### config.mk
export PLATFORM = sky130hd
export DESIGN_NAME = instruction_decode_stage
export DESIGN_NICKNAME = d
export VERILOG_FILES = /design/src/rtl/instruction_decode_stage.sv
export SDC_FILE = /design/constraint.sdc
export NUM_CORES = 2
export LEC_CHECK = 0
export CAP_MARGIN = 10
export CELL_PAD_IN_SITES_DETAIL_PLACEMENT = 1
export CELL_PAD_IN_SITES_GLOBAL_PLACEMENT = 2
export CORE_MARGIN = 2
export CORE_UTILIZATION = 40
export CTS_CLUSTER_DIAMETER = 80
export DETAILED_ROUTE_END_ITERATION = 7
export PLACE_DENSITY = 0.74
export SYNTH_ARGS = -nofsm -noshare
export SYNTH_HDL_FRONTEND = slang
export SYNTH_SLANG_ARGS = --single-unit
export TNS_END_PERCENT = 10
### constraint.sdc
create_clock -name Clock -period 2.9 [get_ports Clock]
set_input_delay 0.29 -clock Clock [delete_from_list [all_inputs] [get_ports Clock]]
set_output_delay 0.29 -clock Clock [all_outputs]
set_load 0.01 [all_outputs]
### src/rtl/instruction_decode_stage.sv
// MIPS32 decode stage: main control decoder, 32x32 register file with WB bypass,
// and the 16-to-32-bit immediate extender. The register file is the only state.
module instruction_decode_stage (
    input  logic        Clock,
    input  logic        Reset,
    input  logic [31:0] Instruction,
    input  logic [4:0]  rDestSelected,
    input  logic [31:0] regWriteData,
    input  logic        RegWrite,
    output logic        PCSel,
    output logic        RegDst,
    output logic        ALUSrc0,
    output logic [1:0]  ALUSrc1,
    output logic        R_Enable,
    output logic        W_Enable,
    output logic [1:0]  R_Width,
    output logic [1:0]  W_Width,
    output logic        MemToReg,
    output logic        RegWriteOut,
    output logic        BranchSel,
    output logic [31:0] Reg_Data1,
    output logic [31:0] Reg_Data2,
    output logic [31:0] Imm32b
);

    localparam logic [5:0] OP_RTYPE  = 6'h00;
    localparam logic [5:0] OP_REGIMM = 6'h01;
    localparam logic [5:0] OP_J      = 6'h02;
    localparam logic [5:0] OP_JAL    = 6'h03;
    localparam logic [5:0] OP_BEQ    = 6'h04;
    localparam logic [5:0] OP_BNE    = 6'h05;
    localparam logic [5:0] OP_BLEZ   = 6'h06;
    localparam logic [5:0] OP_BGTZ   = 6'h07;
    localparam logic [5:0] OP_ADDI   = 6'h08;
    localparam logic [5:0] OP_ADDIU  = 6'h09;
    localparam logic [5:0] OP_SLTI   = 6'h0A;
    localparam logic [5:0] OP_SLTIU  = 6'h0B;
    localparam logic [5:0] OP_ANDI   = 6'h0C;
    localparam logic [5:0] OP_ORI    = 6'h0D;
    localparam logic [5:0] OP_XORI   = 6'h0E;
    localparam logic [5:0] OP_LUI    = 6'h0F;
    localparam logic [5:0] OP_SPEC2  = 6'h1C;
    localparam logic [5:0] OP_LB     = 6'h20;
    localparam logic [5:0] OP_LH     = 6'h21;
    localparam logic [5:0] OP_LW     = 6'h23;
    localparam logic [5:0] OP_SB     = 6'h28;
    localparam logic [5:0] OP_SH     = 6'h29;
    localparam logic [5:0] OP_SW     = 6'h2B;

    localparam logic [5:0] FN_SLL  = 6'h00;
    localparam logic [5:0] FN_SRL  = 6'h02;
    localparam logic [5:0] FN_JR   = 6'h08;
    localparam logic [5:0] FN_ADD  = 6'h20;
    localparam logic [5:0] FN_ADDU = 6'h21;
    localparam logic [5:0] FN_SUB  = 6'h22;
    localparam logic [5:0] FN_AND  = 6'h24;
    localparam logic [5:0] FN_OR   = 6'h25;
    localparam logic [5:0] FN_XOR  = 6'h26;
    localparam logic [5:0] FN_NOR  = 6'h27;
    localparam logic [5:0] FN_SLT  = 6'h2A;
    localparam logic [5:0] FN_SLTU = 6'h2B;
    localparam logic [5:0] FN_MUL  = 6'h02;

    logic [5:0]  opcode;
    logic [5:0]  funct;
    logic [4:0]  rs;
    logic [4:0]  rt;
    logic [15:0] imm;

    assign opcode = Instruction[31:26];
    assign rs     = Instruction[25:21];
    assign rt     = Instruction[20:16];
    assign imm    = Instruction[15:0];
    assign funct  = Instruction[5:0];

    // ---------------- register file ----------------
    logic [31:0] regs [32];
    logic        wr_active;

    assign wr_active = RegWrite && (rDestSelected != 5'd0);

    always_ff @(posedge Clock) begin
        if (Reset) begin
            for (int i = 0; i < 32; i++) begin
                regs[i] <= '0;
            end
        end else if (wr_active) begin
            regs[rDestSelected] <= regWriteData;
        end
    end

    // WB bypass lets a value written this cycle be read in the same cycle.
    always_comb begin
        if (rs == 5'd0)
            Reg_Data1 = '0;
        else if (wr_active && rDestSelected == rs)
            Reg_Data1 = regWriteData;
        else
            Reg_Data1 = regs[rs];

        if (rt == 5'd0)
            Reg_Data2 = '0;
        else if (wr_active && rDestSelected == rt)
            Reg_Data2 = regWriteData;
        else
            Reg_Data2 = regs[rt];
    end

    // ---------------- immediate extender ----------------
    always_comb begin
        case (opcode)
            OP_ANDI, OP_ORI, OP_XORI, OP_LUI: Imm32b = {16'h0000, imm};
            default:                          Imm32b = {{16{imm[15]}}, imm};
        endcase
    end

    // ---------------- control decoder ----------------
    logic       d_pc_sel, d_reg_dst, d_alu_src0, d_r_en, d_w_en;
    logic       d_mem_to_reg, d_reg_write, d_branch;
    logic [1:0] d_alu_src1, d_r_width, d_w_width;

    always_comb begin
        d_pc_sel     = 1'b0;
        d_reg_dst    = 1'b0;
        d_alu_src0   = 1'b0;
        d_alu_src1   = 2'b00;
        d_r_en       = 1'b0;
        d_w_en       = 1'b0;
        d_r_width    = 2'b00;
        d_w_width    = 2'b00;
        d_mem_to_reg = 1'b0;
        d_reg_write  = 1'b0;
        d_branch     = 1'b0;

        case (opcode)
            OP_RTYPE: begin
                case (funct)
                    FN_ADD, FN_ADDU, FN_SUB, FN_AND, FN_OR, FN_NOR, FN_XOR,
                    FN_SLT, FN_SLTU: begin
                        d_reg_dst   = 1'b1;
                        d_reg_write = 1'b1;
                    end
                    FN_SLL, FN_SRL: begin
                        d_reg_dst   = 1'b1;
                        d_reg_write = 1'b1;
                        d_alu_src0  = 1'b1;
                    end
                    FN_JR:   d_pc_sel = 1'b1;
                    default: ;
                endcase
            end
            OP_SPEC2: begin
                if (funct == FN_MUL) begin
                    d_reg_dst   = 1'b1;
                    d_reg_write = 1'b1;
                end
            end
            OP_ADDI, OP_ADDIU, OP_SLTI, OP_SLTIU, OP_ANDI, OP_ORI, OP_XORI: begin
                d_reg_write = 1'b1;
                d_alu_src1  = 2'b01;
            end
            OP_LUI: begin
                d_reg_write = 1'b1;
                d_alu_src1  = 2'b11;
            end
            OP_LW, OP_LH, OP_LB: begin
                d_r_en       = 1'b1;
                d_mem_to_reg = 1'b1;
                d_reg_write  = 1'b1;
                d_alu_src1   = 2'b01;
                d_r_width    = (opcode == OP_LW) ? 2'b00 :
                               (opcode == OP_LH) ? 2'b01 : 2'b10;
            end
            OP_SW, OP_SH, OP_SB: begin
                d_w_en     = 1'b1;
                d_alu_src1 = 2'b01;
                d_w_width  = (opcode == OP_SW) ? 2'b00 :
                             (opcode == OP_SH) ? 2'b01 : 2'b10;
            end
            OP_BEQ, OP_BNE: d_branch = 1'b1;
            // Compare-against-zero branches take zero on the ALU B input.
            OP_BLEZ, OP_BGTZ, OP_REGIMM: begin
                d_branch   = 1'b1;
                d_alu_src1 = 2'b10;
            end
            OP_J:   d_pc_sel = 1'b1;
            OP_JAL: begin
                d_pc_sel    = 1'b1;
                d_reg_write = 1'b1;
            end
            default: ;
        endcase
    end

    // Reset turns the decoded instruction into a bubble; data paths stay live.
    always_comb begin
        PCSel       = d_pc_sel     & ~Reset;
        RegDst      = d_reg_dst    & ~Reset;
        ALUSrc0     = d_alu_src0   & ~Reset;
        ALUSrc1     = d_alu_src1   & {2{~Reset}};
        R_Enable    = d_r_en       & ~Reset;
        W_Enable    = d_w_en       & ~Reset;
        R_Width     = d_r_width    & {2{~Reset}};
        W_Width     = d_w_width    & {2{~Reset}};
        MemToReg    = d_mem_to_reg & ~Reset;
        RegWriteOut = d_reg_write  & ~Reset;
        BranchSel   = d_branch     & ~Reset;
    end

endmodule

# Word-level counts from Yosys, hierarchy flattened
# Memory sizes are Yosys's and may differ from the RTL's.
# Index checks and enable logic that the tools add are counted.
[totals] ram_bits=1024 regBits=0 word_cells=97 n_memories=1 input_bits=72
[op_classes] bitwise_logic=11 n_reduce_logical=19 mux=31 n_eq_ne=35
[mem_list] memory="regs" depth=32 word_bits=32 read_ports=2 rd_ports_with_merged_regs=0 wr=32 line_no="77" source="logic [31:0] regs [32];"
[ops] cell="$mux 32" n=6
[ops] cell="$eq 6x6->1 const B" n=15
[ops] cell="$eq 6x4->1 const B" n=9
[ops] cell="$reduce_or 32->1" n=1
[ops] cell="$eq 6x3->1 const B" n=4
[ops] cell="$eq 6x2->1 const B" n=3
[ops] cell="$mux 1" n=14
[ops] cell="$reduce_or 13->1" n=1
[ops] cell="$logic_not 6->1" n=2
[ops] cell="$mux 2" n=6
[ops] cell="$reduce_or 12->1" n=1
[ops] cell="$reduce_or 11->1" n=1
[ops] cell="$eq 5x5->1" n=2
[ops] cell="$logic_not 5->1" n=2
[ops] cell="$reduce_or 3->1" n=3
[ops] cell="$and 1x1->1" n=7
[ops] cell="$and 2x2->2" n=3
[ops] cell="$eq 6x1->1 const B" n=1
[ops] cell="$eq 6x5->1 const B" n=1
[ops] cell="$pmux 2 s3" n=1
[ops] cell="$mux 5" n=1
[ops] cell="$reduce_bool 5->1" n=1
[ops] cell="$reduce_or 5->1" n=1
[ops] cell="$pmux 1 s2" n=2
[ops] cell="other kinds (5)" n=8

# Logic depth before layout (Yosys ltp)
[logic_depth] depth_word=7 depth_mapped=11

# Worst setup path before layout
# No wires, ideal clock.
[synth_path] path_kind="input to output" from="input port Instruction[23]" to="output port Reg_Data1[16]" stages=7 arrival_time_ps=2151 slack_ps=459 cell_sequence="buf_2 -> buf_2 -> clkbuf_1 -> mux4_2 -> mux2_2 -> a221o_1 -> a32o_1"
[synth_between] elab_chain_len=4 elab_cells_between_ends=6 classes_between="eq/ne (1); mux (2); reduce/logical (2); memory (1)"
[synth_rtl] element="start, declared" line_no="6" source="input logic [31:0] Instruction,"
[synth_rtl] element="branches (longest 3 deep; another with $mem_v2 32x32)"
[synth_rtl] element="$mux 32 *" line_no="94" source="if (rs == 5'd0)"
[synth_rtl] element="end, declared" line_no="21" source="output logic [31:0] Reg_Data1,"
# Mark *: on every way between the ends.

==> flow_metrics.py <==
metrics = {
    "logic_synthesis": {
        "syn_inst": 3946,
        "synth_warnings": 0,
        "synth_edf_count": 1024,
        "postSynthRegisterBits": 1024,
        "synthFlopType": "edfxtp_1",
        "synth.avg_cell_area_um2": 14.2,
        "synth_area_mm2": 0.0558,
        "ys_types": 62,
        "synthArstFlopShare": 0,
        "synth_seq_area_share": 0.551,
    },
    "timing": {
        "rsz0062_at_grt": "true",
        "slew_violations": 0,
        "fin_crit_ns": 3.12,
        "postLayoutSetupSlackWorst_ns": -0.218,
        "hold_viol": 0,
        "finalCritPeriodShare": 1.08,
        "finalSetupViolCount": 36,
        "max_freq_mhz": 321,
        "slew_headroom": 0.432,
        "tightest_slew_ns": 0.852,
    },
    "place": {
        "gp_congestion": 0.893,
        "hpwl_um": 164000,
        "postPlaceCellArea_mm2": 0.0643,
        "io_buffers": 163,
    },
    "floorplanning": {
        "row_count": 137,
        "initial_core_util": 0.402,
        "die_area_mm2": 0.143,
        "core_area_mm2": 0.139,
        "io_pins": 182,
        "die_x_um": 378,
        "die_height_um": 378,
    },
    "worst_setup_path": {
        "crit_cells": 5,
        "cp_slowest_cell": "mux4_2",
        "cp.arrival_ns": 2.83,
        "crit_required_ns": 2.61,
        "crit_type": "flip-flop to output port",
        "crit_path_cell_trace": "mux4_2, mux2_4, a221o_2, a32o_2, buf_6",
        "crit_fanout": 2,
        "end_kind": "output port",
        "slowest_delay_ns": 0.46,
        "critical-path-top-delay-family": "compound AO/OA/AOI/OAI gates",
        "startpoint_type": "flip-flop",
        "critical_path_buf_inv_count": 1,
    },
    "drt": {
        "routed_via_density": 6.64,
        "drt_pass1_iterations": 6,
        "drc": 0,
        "avgRoutedWirePerCell_um": 40.2,
        "via_count": 42072,
        "drt_iter0_drc": 6983,
        "ant_nets": 0,
        "wirelength_um": 255000,
    },
    "cts": {
        "cts_buffers": 111,
        "clockBufferDepth": 3,
        "cts_tree": "yes",
        "cts_sinks": 1024,
        "htreeDepth": 3,
        "root_buffer": "clkbuf_16",
        "cts_hold_buf": 0,
        "cts.clk_slew.worst_paths_ns": 0.06,
    },
    "worst_hold_path": {
        "min_to": "regs[0][18]",
        "hold_path_class": "input pin to flip-flop",
        "min_from": "Reset",
        "hold_depth": 2,
    },
    "pwr": {
        "leakagePower_nw": 24.7,
        "irDropWorstVdd_uv": 392,
        "powerDensity_mw_per_mm2": 562,
    },
    "flow_run": {
        "drv_cap": 0,
    },
    "finish": {
        "fin_area_mm2": 0.0683,
        "layout_common_cells": "edfxtp_1 (1024), and2_1 (994), buf_4 (394), mux4_2 (360), mux2i_1 (313)",
        "nets": 4428,
        "reg_top3": "regs (1024)",
        "syn_to_final_growth_pct": 22.3,
        "largest_register_ff_count": 1024,
        "num-fill-cells": 13581,
        "final_common_cell": "edfxtp_1",
        "drive_gt1_frac": 0.297,
        "largest-register": "regs",
        "fin_util": 0.491,
    },
    "global_routing": {
        "grt_usage": 0.354,
        "antenna_found_initial": 32,
        "overflow": 0,
        "grt_max_degree": 48,
        "grt_pass1_wl_um": 345000,
        "grt_pass1_vias": 42263,
    },
    "run_status": {
        "status": "finished, violations left",
        "violations": "negative setup slack",
    },
}
## cells by family after synthesis
family,count (synthesis),synth area share
AOI/OAI and AO/OA,489,0.0655
DFF,1024,0.551
buffers and inverters,460,0.0381
xor gates and xnor gates,10,0.00157
and+or+nand+nor,1243,0.134
muxes,719,0.211
other,1,0.0000672
## layer usage
| layer | up-vias | track usage | share of wire |
|---|---|---|---|
| met5 | - | 0 | 0.00045 |
| met2 | 3356 | 0.536 | 0.44 |
| met4 | 16 | 0.191 | 0.059 |
| met1 | 22006 | 0.464 | 0.36 |
| met3 | 744 | 0.0961 | 0.13 |
| li1 | 15950 | - | - |
## timing repair
| item | in CTS | in global routing |
|---|---|---|
| resized for setup | 232 | 41 |
| endpoints found under the setup margin | 64 | 54 |
| setup buffers | 11 | 3 |
| pin swaps | 60 | 38 |
## area by class of cell
type / count / area (um^2) / area share
tap: 1876 / 2350 / 0.0344
inverter: 4 / 15.0 / 0.000220
clock inverter: 71 / 763 / 0.0112
antenna: 16 / 40.0 / 0.000586
timing repair buffer: 722 / 7740 / 0.113
sequential: 1024 / 30700 / 0.450
multi-input combinational: 2493 / 23700 / 0.347
clock buffer: 132 / 2900 / 0.0425
## cells in the mapped netlist, types with 6 or more instances
master	number	share of area
a21o_1	8	0.0011
nand3b_1	7	0.00094
or2_2	34	0.0038
mux2i_1	315	0.056
nor3_1	9	0.00081
o221ai_1	63	0.0099
o22ai_1	17	0.0019
nor2b_1	11	0.0012
and2_1	996	0.11
buf_1	10	0.00067
o21ba_2	7	0.0013
nand2_1	68	0.0046
a221o_1	37	0.0066
buf_6	9	0.0018
o211ai_1	19	0.0026
nor4_1	6	0.00067
a31oi_1	12	0.0013
o31ai_1	7	0.00094
mux2_2	44	0.0089
a221oi_1	44	0.0069
nand2b_1	12	0.0013
a32o_1	32	0.0057
buf_2	60	0.0054
a21oi_1	76	0.0068
clkbuf_1	307	0.021
nor2_1	65	0.0044
a211oi_1	6	0.00081
nand3_1	16	0.0014
a22oi_1	66	0.0089
xnor2_1	8	0.0013
mux4_2	360	0.15
buf_4	69	0.0093
edfxtp_1	1024	0.55
o21ai_0	60	0.0054
## through the flow
stage / setup TNS (ns) / worst slack (ns) / std cells / hold slack (ns) / power, mW
2_1_floorplan: 0 / 0.459 / 3977 / 0.488 / 20.5
6_report: -3.91 / -0.218 / 6338 / 0.176 / 38.4
5_1_grt: -5.43 / -0.255 / 6322 / 0.194 / 39.0
3_5_place_dp: -25.07 / -0.605 / 6106 / 0.580 / 23.6
3_3_place_gp: -24.20 / -0.559 / 6106 / 0.580 / 23.5
4_1_cts: -6.62 / -0.240 / 6320 / 0.151 / 38.2
## report_power, final
group / internal [mW] / switching, mW
clock network: 8.44 / 6.39
logic: 2.54 / 3.41
registers: 17.1 / 0.460
## worst max-delay path by stage
stage	start	endpoint
2_1_floorplan	Instruction[23]	Reg_Data1[16]
3_3_place_gp	rDestSelected[3]	Reg_Data1[1]
3_5_place_dp	rDestSelected[3]	Reg_Data1[9]
4_1_cts	regs[8][30]	Reg_Data1[30]
5_1_grt	regs[15][17]	Reg_Data1[17]
6_report	regs[8][30]	Reg_Data1[30]
(Power assumes the default switching activity.)
